File: config.mk
export PLATFORM = sky130hd
export DESIGN_NAME = uart_rx_ctrl_flat
export DESIGN_NICKNAME = d
export VERILOG_FILES = /design/src/rtl/uart_rx_pkg.sv /design/src/rtl/uart_rx_if.sv /design/src/rtl/uart_rx_fifo.sv /design/src/rtl/uart_rx_ctrl.sv /design/src/flat_wrapper.sv
export SDC_FILE = /design/constraint.sdc
export NUM_CORES = 1
export LEC_CHECK = 0
export CELL_PAD_IN_SITES_DETAIL_PLACEMENT = 2
export CELL_PAD_IN_SITES_GLOBAL_PLACEMENT = 2
export CORE_MARGIN = 1.5
export CORE_UTILIZATION = 29
export CTS_CLUSTER_DIAMETER = 50
export DETAILED_ROUTE_END_ITERATION = 16
export PLACE_DENSITY_LB_ADDON = 0.1
export SLEW_MARGIN = 20
export SYNTH_ARGS = -nofsm -noshare
export SYNTH_HDL_FRONTEND = slang
export SYNTH_SLANG_ARGS = --single-unit
File: constraint.sdc
create_clock -name clk -period 3.5 [get_ports clk]
set_input_delay 0.7 -clock clk [delete_from_list [all_inputs] [get_ports clk]]
set_output_delay 0.7 -clock clk [all_outputs]
set_load 0.02 [all_outputs]
File: src/rtl/uart_rx_pkg.sv
// Shared types and constants for the UART receive
// control block.
package uart_rx_pkg;

  typedef enum logic {
    IDLE  = 1'b0,
    FRAME = 1'b1
  } state_t;

  localparam logic       DEF_PAR_EN   = 1'b1;
  localparam logic       DEF_PAR_TYP  = 1'b1;
  localparam logic [5:0] DEF_PRESCALE = 6'd8;

  localparam int TMO_BITS = 12;
  localparam int WDOG_W   = 10;

  function automatic logic [WDOG_W-1:0] wdog_limit(
    input logic [5:0] ps
  );
    return WDOG_W'(ps) * WDOG_W'(TMO_BITS);
  endfunction

endpackage

File: src/rtl/uart_rx_if.sv
// Host read port: FIFO head byte with a
// valid/ready handshake.
interface uart_rx_if;

  logic [7:0] rd_data;
  logic       rd_valid;
  logic       rd_ready;

  modport master (
    output rd_data,
    output rd_valid,
    input  rd_ready
  );

  modport slave (
    input  rd_data,
    input  rd_valid,
    output rd_ready
  );

endinterface

File: src/rtl/uart_rx_fifo.sv
// Byte FIFO with extra-MSB pointers; reads are
// combinational from the head slot.
module uart_rx_fifo #(
  parameter int DEPTH = 8
) (
  input  logic       clk,
  input  logic       rst,
  input  logic       push,
  input  logic       pop,
  input  logic [7:0] din,
  output logic [7:0] dout,
  output logic       full,
  output logic       empty
);

  localparam int AW = $clog2(DEPTH);

  localparam logic [AW:0] ONE =
    {{AW{1'b0}}, 1'b1};

  logic [AW:0] wptr;
  logic [AW:0] rptr;
  logic [7:0]  mem [DEPTH];

  assign empty = (wptr == rptr);
  assign full  = (wptr[AW] != rptr[AW]) &&
    (wptr[AW-1:0] == rptr[AW-1:0]);

  assign dout = empty ? 8'h00
    : mem[rptr[AW-1:0]];

  always_ff @(posedge clk) begin
    if (rst) begin
      wptr <= '0;
      rptr <= '0;
    end else begin
      if (push) wptr <= wptr + ONE;
      if (pop)  rptr <= rptr + ONE;
    end
  end

  always_ff @(posedge clk) begin
    if (push) mem[wptr[AW-1:0]] <= din;
  end

endmodule

File: src/rtl/uart_rx_ctrl.sv
// Receiver-side control: config shadowing, frame
// watchdog, receive FIFO and error statistics.
module uart_rx_ctrl
  import uart_rx_pkg::*;
#(
  parameter int DEPTH = 8,
  parameter int CNT_W = 8
) (
  input  logic             clk,
  input  logic             rst,
  input  logic             cfg_wr,
  input  logic             cfg_par_en,
  input  logic             cfg_par_typ,
  input  logic [5:0]       cfg_prescale,
  output logic             cfg_pending,
  input  logic             rx_in,
  input  logic [7:0]       rx_data,
  input  logic             rx_data_valid,
  input  logic             rx_par_err,
  input  logic             rx_stp_err,
  output logic             par_en,
  output logic             par_typ,
  output logic [5:0]       prescale,
  uart_rx_if.master        rd,
  output logic             ovf,
  output logic             tmo,
  output logic [CNT_W-1:0] par_cnt,
  output logic [CNT_W-1:0] stp_cnt,
  input  logic             stat_clr
);

  localparam logic [CNT_W-1:0] CNT_ONE =
    CNT_W'(1);
  localparam logic [WDOG_W-1:0] WD_ONE =
    WDOG_W'(1);

  state_t            state;
  logic              rx_prev;
  logic              err_prev;
  logic [WDOG_W-1:0] wdog;
  logic              sh_par_en;
  logic              sh_par_typ;
  logic [5:0]        sh_prescale;

  logic       fall;
  logic       err_now;
  logic       err_rise;
  logic       cfg_ok;
  logic       wdog_hit;
  logic       wdog_exp;
  logic       full;
  logic       empty;
  logic       pop;
  logic       push_ok;
  logic       drop;
  logic [7:0] fifo_dout;

  assign fall     = rx_prev & ~rx_in;
  assign err_now  = rx_par_err | rx_stp_err;
  assign err_rise = err_now & ~err_prev;
  assign cfg_ok   = cfg_wr &&
    (cfg_prescale != 6'd0);

  assign wdog_hit = (wdog ==
    (wdog_limit(prescale) - WD_ONE));
  assign wdog_exp = (state == FRAME) &&
    !rx_data_valid && !err_rise && wdog_hit;

  assign pop     = rd.rd_valid & rd.rd_ready;
  assign push_ok = rx_data_valid & (~full | pop);
  assign drop    = rx_data_valid & full & ~pop;

  assign rd.rd_valid = ~empty;
  assign rd.rd_data  = fifo_dout;

  uart_rx_fifo #(
    .DEPTH (DEPTH)
  ) u_fifo (
    .clk   (clk),
    .rst   (rst),
    .push  (push_ok),
    .pop   (pop),
    .din   (rx_data),
    .dout  (fifo_dout),
    .full  (full),
    .empty (empty)
  );

  always_ff @(posedge clk) begin
    if (rst) begin
      state       <= IDLE;
      rx_prev     <= 1'b1;
      err_prev    <= 1'b0;
      wdog        <= '0;
      sh_par_en   <= DEF_PAR_EN;
      sh_par_typ  <= DEF_PAR_TYP;
      sh_prescale <= DEF_PRESCALE;
      par_en      <= DEF_PAR_EN;
      par_typ     <= DEF_PAR_TYP;
      prescale    <= DEF_PRESCALE;
      cfg_pending <= 1'b0;
    end else begin
      rx_prev  <= rx_in;
      err_prev <= err_now;
      if (cfg_ok) begin
        sh_par_en   <= cfg_par_en;
        sh_par_typ  <= cfg_par_typ;
        sh_prescale <= cfg_prescale;
      end
      // A write landing on the apply edge stays
      // pending for the next IDLE cycle.
      if (cfg_ok)
        cfg_pending <= 1'b1;
      else if (state == IDLE)
        cfg_pending <= 1'b0;
      unique case (state)
        IDLE: begin
          if (cfg_pending) begin
            par_en   <= sh_par_en;
            par_typ  <= sh_par_typ;
            prescale <= sh_prescale;
          end
          if (fall) begin
            state <= FRAME;
            wdog  <= '0;
          end
        end
        FRAME: begin
          if (rx_data_valid || err_rise ||
              wdog_hit)
            state <= IDLE;
          else
            wdog <= wdog + WD_ONE;
        end
        default: state <= IDLE;
      endcase
    end
  end

  always_ff @(posedge clk) begin
    if (rst || stat_clr) begin
      ovf     <= 1'b0;
      tmo     <= 1'b0;
      par_cnt <= '0;
      stp_cnt <= '0;
    end else begin
      if (drop)     ovf <= 1'b1;
      if (wdog_exp) tmo <= 1'b1;
      if (err_rise && rx_par_err &&
          par_cnt != '1)
        par_cnt <= par_cnt + CNT_ONE;
      if (err_rise && rx_stp_err &&
          stp_cnt != '1)
        stp_cnt <= stp_cnt + CNT_ONE;
    end
  end

endmodule

File: src/flat_wrapper.sv
// flat-port wrapper written by rule: the top's interface ports become plain ports
module uart_rx_ctrl_flat import uart_rx_pkg::*;
#(
  parameter int DEPTH = 8,
  parameter int CNT_W = 8
)
  (clk, rst, cfg_wr, cfg_par_en, cfg_par_typ, cfg_prescale, cfg_pending, rx_in, rx_data, rx_data_valid, rx_par_err, rx_stp_err, par_en, par_typ, prescale, ovf, tmo, par_cnt, stp_cnt, stat_clr, rd_rd_data, rd_rd_valid, rd_rd_ready);
  uart_rx_if rd_i ();
  input  logic clk;
  input  logic rst;
  input  logic cfg_wr;
  input  logic cfg_par_en;
  input  logic cfg_par_typ;
  input  logic [5:0] cfg_prescale;
  output logic cfg_pending;
  input  logic rx_in;
  input  logic [7:0] rx_data;
  input  logic rx_data_valid;
  input  logic rx_par_err;
  input  logic rx_stp_err;
  output logic par_en;
  output logic par_typ;
  output logic [5:0] prescale;
  output logic ovf;
  output logic tmo;
  output logic [CNT_W-1:0] par_cnt;
  output logic [CNT_W-1:0] stp_cnt;
  input  logic stat_clr;
  output wire logic [$bits(rd_i.rd_data)-1:0] rd_rd_data;
  output wire logic [$bits(rd_i.rd_valid)-1:0] rd_rd_valid;
  input wire logic [$bits(rd_i.rd_ready)-1:0] rd_rd_ready;
  assign rd_rd_data = rd_i.rd_data;
  assign rd_rd_valid = rd_i.rd_valid;
  assign rd_i.rd_ready = rd_rd_ready;
  uart_rx_ctrl #(.DEPTH(DEPTH), .CNT_W(CNT_W)) u_core (.clk(clk), .rst(rst), .cfg_wr(cfg_wr), .cfg_par_en(cfg_par_en), .cfg_par_typ(cfg_par_typ), .cfg_prescale(cfg_prescale), .cfg_pending(cfg_pending), .rx_in(rx_in), .rx_data(rx_data), .rx_data_valid(rx_data_valid), .rx_par_err(rx_par_err), .rx_stp_err(rx_stp_err), .par_en(par_en), .par_typ(par_typ), .prescale(prescale), .rd(rd_i), .ovf(ovf), .tmo(tmo), .par_cnt(par_cnt), .stp_cnt(stp_cnt), .stat_clr(stat_clr));
endmodule
# Word level (Yosys, flattened, before mapping)
# Memories as Yosys holds them, arrays and structs flattened. A register that Yosys moved wholly into a read port is not among the register bits.
# Cells that the tools add are included.
[totals]
out_inout_bits = 36
mem_count = 1
mem_bits_rw = 64
word_cells = 78
register_bits = 56
inputBits = 25
[op_classes]
n_reduce_logical = 17
n_bitwise = 14
muxes = 13
multipliers = 1
n_addsub = 6
n_eq_ne = 9
[mem_list]
columns = ["name", "depth", "word_bits", "rd", "rd_clocked_by_memory_dff", "wr", "line_no", "rtl"]
rows = [
  ["u_core.u_fifo.mem", 8, 8, 1, 1, 1, "uart_rx_fifo.sv:23", "logic [7:0] mem [DEPTH];"],
]
[op_table]
columns = ["op", "count"]
rows = [
  ["2-to-1 mux 10 bit", 2],
  ["case mux 10 bit (2 select lines)", 1],
  ["adder 8 x 1 -> 8 bit, second input constant", 2],
  ["!= test 8 bit, second input constant", 2],
  ["adder 10 x 1 -> 10 bit, second input constant", 1],
  ["== test 10 bit", 1],
  ["subtractor 10 x 1 -> 10 bit, second input constant", 1],
  ["logical AND 1 bit", 9],
  ["adder 4 x 1 -> 4 bit, second input constant", 2],
  ["multiplier 6 x 2 -> 8 bit, second input constant", 1],
  ["2-to-1 mux 8 bit", 1],
  ["bitwise AND 1 bit", 6],
  ["2-to-1 mux 1 bit", 6],
  ["2-to-1 mux 3 bit", 2],
  ["inverter 1 bit", 6],
  ["nonzero test 6 bit", 1],
  ["== test 4 bit", 1],
  ["!= test 2 bit, second input constant", 2],
  ["AND reduction 2 bit", 2],
  ["== test 3 bit", 1],
  ["logical OR 1 bit", 3],
  ["zero test 1 bit", 2],
  ["!= test 2 x 1 -> 1 bit, second input constant", 1],
  ["bitwise OR 1 bit", 2],
  ["other kinds (2)", 2],
]

# Depth between registers and ports, before layout
[logic_depth]
word_depth = 7
ltp_mapped = 11
ltp_nobuf = 10

# Hierarchy
# A second synthesis with hierarchy kept.
[unflattened]
cells_unflattened = 483
area_unflattened_um2 = 5499.0
[modules_own_cells]
columns = ["module", "cells_each", "area_per_inst_um2", "n_inst", "seq_area_each_um2"]
rows = [
  ["uart_rx_fifo", 189, 3004.1, 1, 2142.1],
  ["uart_rx_ctrl", 294, 2494.9, 1, 960.9],
]

# Worst setup path before layout
# No wires, ideal clock.
[synth_path]
path_type = "reg-to-reg"
from = "register u_core.prescale[0]"
to = "register u_core.wdog[1]"
path_slack_ns = 0.441
arrival_time_ns = 2.989
t_required_ns = 3.430
path_buffers = 0
period_less_slack_ns = 3.059
setup_time_ns = 0.070
path_stages_with_launch = 11
cell_sequence = "dfxtp_1 ha_1 fa_1 a211o_1 nand3_1 o2111ai_1 or3_1 a211oi_1 o31ai_4 or3b_1 a21oi_1"
[synth_via]
elab_chain_len = 6
[synth_rtl]
columns = ["element", "line_no", "rtl"]
rows = [
  ["from (decl)", "uart_rx_ctrl.sv:23", "output logic [5:0] prescale,"],
  ["from (signal assigned)", "uart_rx_ctrl.sv:121", "prescale <= sh_prescale;"],
  ["multiplier 6 x 2 -> 8 bit", "uart_rx_pkg.sv:20", "return WDOG_W'(ps) * WDOG_W'(TMO_BITS);"],
  ["subtractor 10 x 1 -> 10 bit", "uart_rx_ctrl.sv:65", "(wdog_limit(prescale) - WD_ONE));"],
  ["== test 10 bit", "uart_rx_ctrl.sv:64", "assign wdog_hit = (wdog =="],
  ["logical OR 1 bit", "uart_rx_ctrl.sv:129", "if (rx_data_valid || err_rise ||"],
  ["!= test 2 bit (no line)", "-", ""],
  ["AND reduction 2 bit (no line)", "-", ""],
  ["to (signal assigned)", "uart_rx_ctrl.sv:133", "wdog <= wdog + WD_ONE;"],
  ["to (decl)", "uart_rx_ctrl.sv:40", "logic [WDOG_W-1:0] wdog;"],
]
# No other way between the ends.
# A chain may end at the register's enable or synchronous reset.

# Worst setup path after layout
# Ends and elaborated chain as after synthesis.

==> run_results.csv <==
group,metric,value,unit
synth,synth_seq_area_share,56.9,%
critical_path,crit_required,3.85,ns
timing,rsz0062_at_grt,"false",
timing,fmax,305,MHz
power_and_ir_drop,leakage,2.46,nW
timing,post-route-min-period,3.28,ns
routing,dr_total_vias,3801,
routing,avgRoutedWirePerCell,17.9,um
clocking,htree_num_levels,4,
critical_path,path_delay_family,"compound AO/OA/AOI/OAI gates",
global_routing,antenna_found_initial,0,
synth,synthFlopType,"edfxtp_1",
timing,tightest_slew,0.644,ns
final_layout,mostFrequentLayoutCells,"64 x edfxtp_1, 60 x clkdlybuf4s50_1, 59 x dfxtp_1",
critical_path,critPathCaptureType,"flip-flop",
timing,slew_violations,0,
critical_path,timing.rr.end,"u_core.wdog[1]",
synth,synth_xor_xnor_area_share,6.04,%
routing,met3_length,461,um
final_layout,register_area,3100,um2
timing,finalSetupViolations,0,
hold_path,holdPathEnd,"u_core.prescale[4]",
routing,drt_wl_total,13900,um
global_routing,grt_pass1_vias,4146,
power_and_ir_drop,clockPowerShare,43.8,%
global_routing,overflow,0,
die,core,18200,um2
synth,synth_top_family_by_area,"simple AND/OR/NAND/NOR gates",
final_layout,fill_cells,1891,
clocking,cts_tree,"yes",
global_routing,gr-usage-all-layers,15.1,%
clocking,cts_resized,0,
die,ios,61,
clocking,cts_buffers,17,
placement,place_area,6410,um2
global_routing,grt_max_degree,40,
final_layout,layout-drive-gt1-share,14.0,%
power_and_ir_drop,finalPower,3.85,mW
power_and_ir_drop,p_sw,1.07,mW
synth,synthesis.area,5450,um2
power_and_ir_drop,internal_power,2.78,mW
critical_path,critPathSlowestCell,"fa_1",
critical_path,path_buf_inv,2,
clocking,clockBufferDepth,2,
die,die_x,140,um
clocking,clockRootBuffer,"clkbuf_16",
hold_path,hold_depth,2,
clocking,holdBufCountCts,0,
power_and_ir_drop,combPwrFrac,14.8,%
clocking,clk_pin_slew,0.06,ns
power_and_ir_drop,ir_drop,343,uV
hold_path,hold_class,"flip-flop to flip-flop",
synth,ys_ff_latch,123,
die,die_h,140,um
global_routing,grt_pass1_wl,22600,um
critical_path,critical_path_class,"flip-flop to flip-flop",
synth,postSynth.asyncResetShare,0,%
synth,synth_compound_area_share,6.68,%
routing,dr_wl_met2,6640,um
synth,synth_cells,457,
clocking,clk_latency,0.42,ns
timing,finalHoldViolCount,0,
clocking,cts.sinks,123,
critical_path,worstPathCellList,"ha_1 -> fa_1 -> a211o_1 -> nand3_1 -> o2111ai_1 -> or3_1 -> a211oi_1 -> buf_4 -> o31ai_4 -> buf_4 -> or3b_1 -> a21oi_1",
die,dieArea,19600,um2
synth,synthAdderAreaFrac,3.12,%
synth,synthMuxAreaShare,10.1,%
timing,tns,0,ns
placement,routabilityCongestion,0.704,
routing,post-route-drc-count,0,
critical_path,cp_common_cell,"buf_4",
critical_path,worstRegToRegCells,12,
final_layout,design_area,6990,um2
critical_path,start_kind,"flip-flop",
die,rows,49,
routing,vias_per_cell,4.88,
timing,slew_headroom,57.0,%
power_and_ir_drop,power_density,551,nW/um2
synth,synth_warnings,0,
synth,syn_area_per_cell,11.9,um2
run,maxCapViolations,0,
outcome,outcome,"finished clean",
timing,finClkSkew,0.0115,ns
synth,yosys.area_share.simple,14.7,%
critical_path,cpPeakStageDelay,0.41,ns
final_layout,n_antenna_cell,0,
power_and_ir_drop,power_frac_seq,41.4,%
critical_path,crit_path_max_fanout,14,
critical_path,r2r_start,"u_core.prescale[0]",
routing,drt-met1-wl,6670,um
placement,place_hpwl,9650,um
routing,drtPass1Iterations,4,
final_layout,area.growth.synth_to_final,28.3,%
synth,synth_edf_count,64,
clocking,cts_setup_buffers,0,
die,start_util,29.9,%
final_layout,layout_commonest_cell,"edfxtp_1",
critical_path,critPathArrivalTime,3.62,ns
routing,routed.top_layer,"met4",
routing,ant_nets,0,
final_layout,nets,575,
final_layout,multi_input_area,2210,um2
routing,drtIter0Drc,134,
power_and_ir_drop,sw_frac_of_total,27.8,%
placement,port_buffers,60,
critical_path,ff2ff_setup_slack,0.22,ns
hold_path,hp-start,"u_core.sh_prescale[4]",
synth,yosysUniqueCellTypes,48,
timing,final.period_utilization,93.6,%
synth,syn_nets,495,
[worst reg2reg max path, stage by stage (launching register included)]
cell       delay (ns)
dfxtp_1          0.38
ha_1             0.27
fa_1             0.41
a211o_1          0.35
nand3_1          0.13
o2111ai_1        0.13
or3_1            0.34
a211oi_1         0.26
buf_4            0.17
o31ai_4          0.05
buf_4            0.20
or3b_1           0.36
a21oi_1          0.14
[registers in the layout (all words and copies together) (netlist names), named ones only]
register and flops:
u_core.state 1, u_core.rx_prev 1, u_core.cfg_pending 1, u_core.ovf 1
u_core.err_prev 1, u_core.sh_par_en 1, u_core.sh_par_typ 1, u_core.u_fifo.mem 64
u_core.stp_cnt 8, u_core.par_en 1, u_core.u_fifo.wptr 4, u_core.prescale 6
u_core.wdog 10, u_core.u_fifo.rptr 4, u_core.sh_prescale 6, u_core.par_cnt 8
u_core.par_typ 1, u_core.tmo 1
[stage by stage]
stage | utilization [%] | hold slack, ns | worst slack [ns] | std cells
floorplan | - | 0.432 | 0.441 | 457
finish | 38.4 | 0.453 | 0.225 | 779
global route | 38.4 | 0.466 | 0.0210 | 779
CTS | 38.4 | 0.454 | 0.178 | 779
global placement | 35.2 | 0.442 | 0.269 | 747
detailed placement | 35.2 | 0.452 | 0.214 | 747
[cell type report]
| type | instances | share of cell area [%] |
|---|---|---|
| multi-input cells | 301 | 31.7 |
| inverters | 13 | 0.698 |
| well taps | 229 | 4.10 |
| repair buffers | 81 | 10.8 |
| clock inverters | 15 | 2.18 |
| clock buffers | 17 | 6.09 |
| flip-flops and latches | 123 | 44.4 |
[routing by layer]
layer | track usage (%) | up-vias
li1 | - | 1814
met4 | 5.32 | 0
met1 | 19.7 | 1910
met2 | 24.7 | 63
met3 | 3.69 | 14
met5 | 0 | -
[cell usage after synthesis (2+ instances only)]
cell       number  area (um2)
nor2b_1         6        37.5
and4_1          3        26.3
nand3_1         6        30.0
a21oi_1        18        90.1
and3_1          3        18.8
buf_1           5        18.8
or2_2           3        18.8
nand3b_1        4        30.0
nor3_1         10        50.1
xnor2_1        22         193
a211o_1         3        26.3
o2111ai_1       4        35.0
inv_1          13        48.8
a211oi_1        2        15.0
clkbuf_1       14        52.6
nand4_1         7        43.8
o31ai_1         3        22.5
and2_1          2        12.5
xor2_1         13         114
or3_1          11        68.8
ha_1           12         150
mux4_2         16         360
o21ai_0         4        20.0
nor3b_1         2        15.0
edfxtp_1       64        1920
nand2b_1        6        37.5
a311oi_1        2        17.5
nor2_1         52         195
o211ai_1        2        15.0
nand2_1        50         188
dfxtp_1        59        1180
a31o_1          2        17.5
mux2i_1        19         190
[kinds of logic after synthesis]
family | count (synthesis)
buffers and inverters | 33
multiplexers | 35
XOR/XNOR | 36
flip-flops | 123
AO/OA/AOI/OAI | 49
AND/OR/NAND/NOR | 168
adder cells (fa/ha/maj) | 13
[how the worst max path moves through the flow]
stage | start | slack, ns | endpoint | depth (start not counted)
detailed placement | u_core.prescale[0] | 0.21 | u_core.wdog[1] | 12
global placement | u_core.prescale[0] | 0.27 | u_core.wdog[1] | 12
floorplan | u_core.prescale[0] | 0.44 | u_core.wdog[1] | 10
finish | u_core.prescale[0] | 0.22 | u_core.wdog[1] | 12
global route | u_core.prescale[0] | 0.02 | u_core.wdog[1] | 12
CTS | u_core.prescale[0] | 0.18 | u_core.wdog[1] | 12
[power by group through the flow]
| stage | Combinational (mW) | Sequential [mW] | Clock (mW) |
|---|---|---|---|
| after floorplan | 0.346 | 1.62 | 0 |
| after global placement | 0.565 | 1.62 | 0 |
| after detailed placement | 0.582 | 1.62 | 0 |
| after CTS | 0.589 | 1.59 | 1.74 |
| after global routing | 0.625 | 1.60 | 1.80 |
| final | 0.571 | 1.59 | 1.68 |
Note: power is estimated with default switching activity, not from simulation.
==> patch: new RTL, same settings <==
`DEPTH` is set to 8 in 3 places; all go to 32.
--- a/src/rtl/uart_rx_fifo.sv
+++ b/src/rtl/uart_rx_fifo.sv
@@ -3,3 +3,3 @@
 module uart_rx_fifo #(
-  parameter int DEPTH = 8
+  parameter int DEPTH = 32
 ) (
--- a/src/rtl/uart_rx_ctrl.sv
+++ b/src/rtl/uart_rx_ctrl.sv
@@ -5,3 +5,3 @@
 #(
-  parameter int DEPTH = 8,
+  parameter int DEPTH = 32,
   parameter int CNT_W = 8
--- a/src/flat_wrapper.sv
+++ b/src/flat_wrapper.sv
@@ -3,3 +3,3 @@
 #(
-  parameter int DEPTH = 8,
+  parameter int DEPTH = 32,
   parameter int CNT_W = 8
Function: changed (a bounded check fails within 10 cycles, from zero or initial values and one cycle with rst high).
==> patch against the original RTL <==
- synthesized area is 140% higher
- worst setup slack lost 0.21 ns
- sequential cell count is 198 higher
- routed wire length increased to 2.5 times the old value
- power increased to 2.6 times the old value
- core utilization fell by 1.1 points
- design area rose by 140%
- clock power rose to 2.6 times the old value
==> patch: results (changes against the original RTL) <==
.. list-table::
   :header-rows: 1

   * - Metric
     - Value
   * - Outcome
     - finished clean
   * - Maximum fanout along the worst path
     - 6 (-8)
   * - Met3 WL post-DR
     - 1297 um (+180%)
   * - Met1 track utilization from global routing
     - 20.62% (+0.95 points)
   * - Met3 usage
     - 2.706% (-0.99 points)
   * - Clock insertion delay at the later pin of the skew report
     - 0.57 ns (+0.15 ns)
   * - Dpl hpwl
     - 22830 um (+140%)
   * - Slew at the pin with the worst max-slew slack
     - 0.6925 ns (+0.04817 ns)
   * - Via density per instance
     - 4.781 (-2.0%)
   * - Filler Cell Count
     - 4380 (+130%)
   * - Multiplexer fraction of the synthesized cell area
     - 14.64% (+4.5 points)
   * - Placed cell areas
     - 14860 um^2 (+130%)
   * - Crit-path slowest cell
     - mux4_2
   * - Start point of the worst min-delay path
     - u_core.sh_prescale[2]
   * - Setup slack at placement
     - 0.1099 ns (-0.1044 ns)
   * - Slowest stage delay, CP
     - 0.55 ns (+0.14 ns)
   * - Violation count after the first detailed-route iteration
     - 385 (+190%)
   * - Setup slack on the worst flop-to-flop path
     - 0.17 ns (-0.05 ns)
   * - Static leakage
     - 5.466 nW (+120%)
   * - Share of post-route cells with drive strength above 1
     - 26.65% (+13 points)
   * - Gate Count Post-Synth
     - 796 (+74%)
   * - Worst setup path endpoint
     - rd_rd_data[6]
   * - TritonCTS buffer count
     - 43 (+26)
   * - Cell Count Post-Placement
     - 1474 (+97%)
   * - Number of standard cells in the final layout excluding fillers
     - 1575 (+100%)
   * - Biggest area contributors in the synthesized netlist
     - edfxtp_1 59%, mux4_2 14%, dfxtp_1 9.9%, nor2_1 2.4%, nand2_1 1.7%
   * - Number of global-route vias before repair
     - 8528 (+110%)
   * - Synth Net Count
     - 837 (+69%)
   * - Total power
     - 9.852 mW (+160%)
   * - Pin count of the biggest net entering global routing
     - 33 (-18%)
   * - Metal-1 WL
     - 16070 um (+140%)
[patch: cell types whose count changed after synthesis, sizes merged, moves of 9 or more]
cell | unedited run | this run
nor2 | 52 | 83
clkbuf | 14 | 23
a21oi | 18 | 29
edfxtp | 64 | 256
nand2 | 50 | 59
mux4 | 16 | 80
[patch: repair_timing]
action                     4_1_cts  5_1_grt
setup endpoints to repair        8       13
pin swaps                        1        4
cloned                           4        0
setup buffers                   19        2
hold buffers                     0        0
resized for setup               49        7
[patch: worst max-delay path, delay by kind of cell, from the launching register on]
| family | cells | cell delay [ns] |
|---|---|---|
| buffers and inverters | 3 | 0.45 |
| AND/OR/NAND/NOR | 1 | 0.07 |
| flip-flops | 1 | 0.38 |
| multiplexers | 3 | 1.33 |
[patch: layout make-up]
class	count	share of cell area (%)
sequential	321	54.35
multi-input combinational	427	24.18
timing repair buffer	142	8.265
clock buffer	49	6.699
tap	592	4.476
clock inverter	31	1.732
inverter	13	0.2949
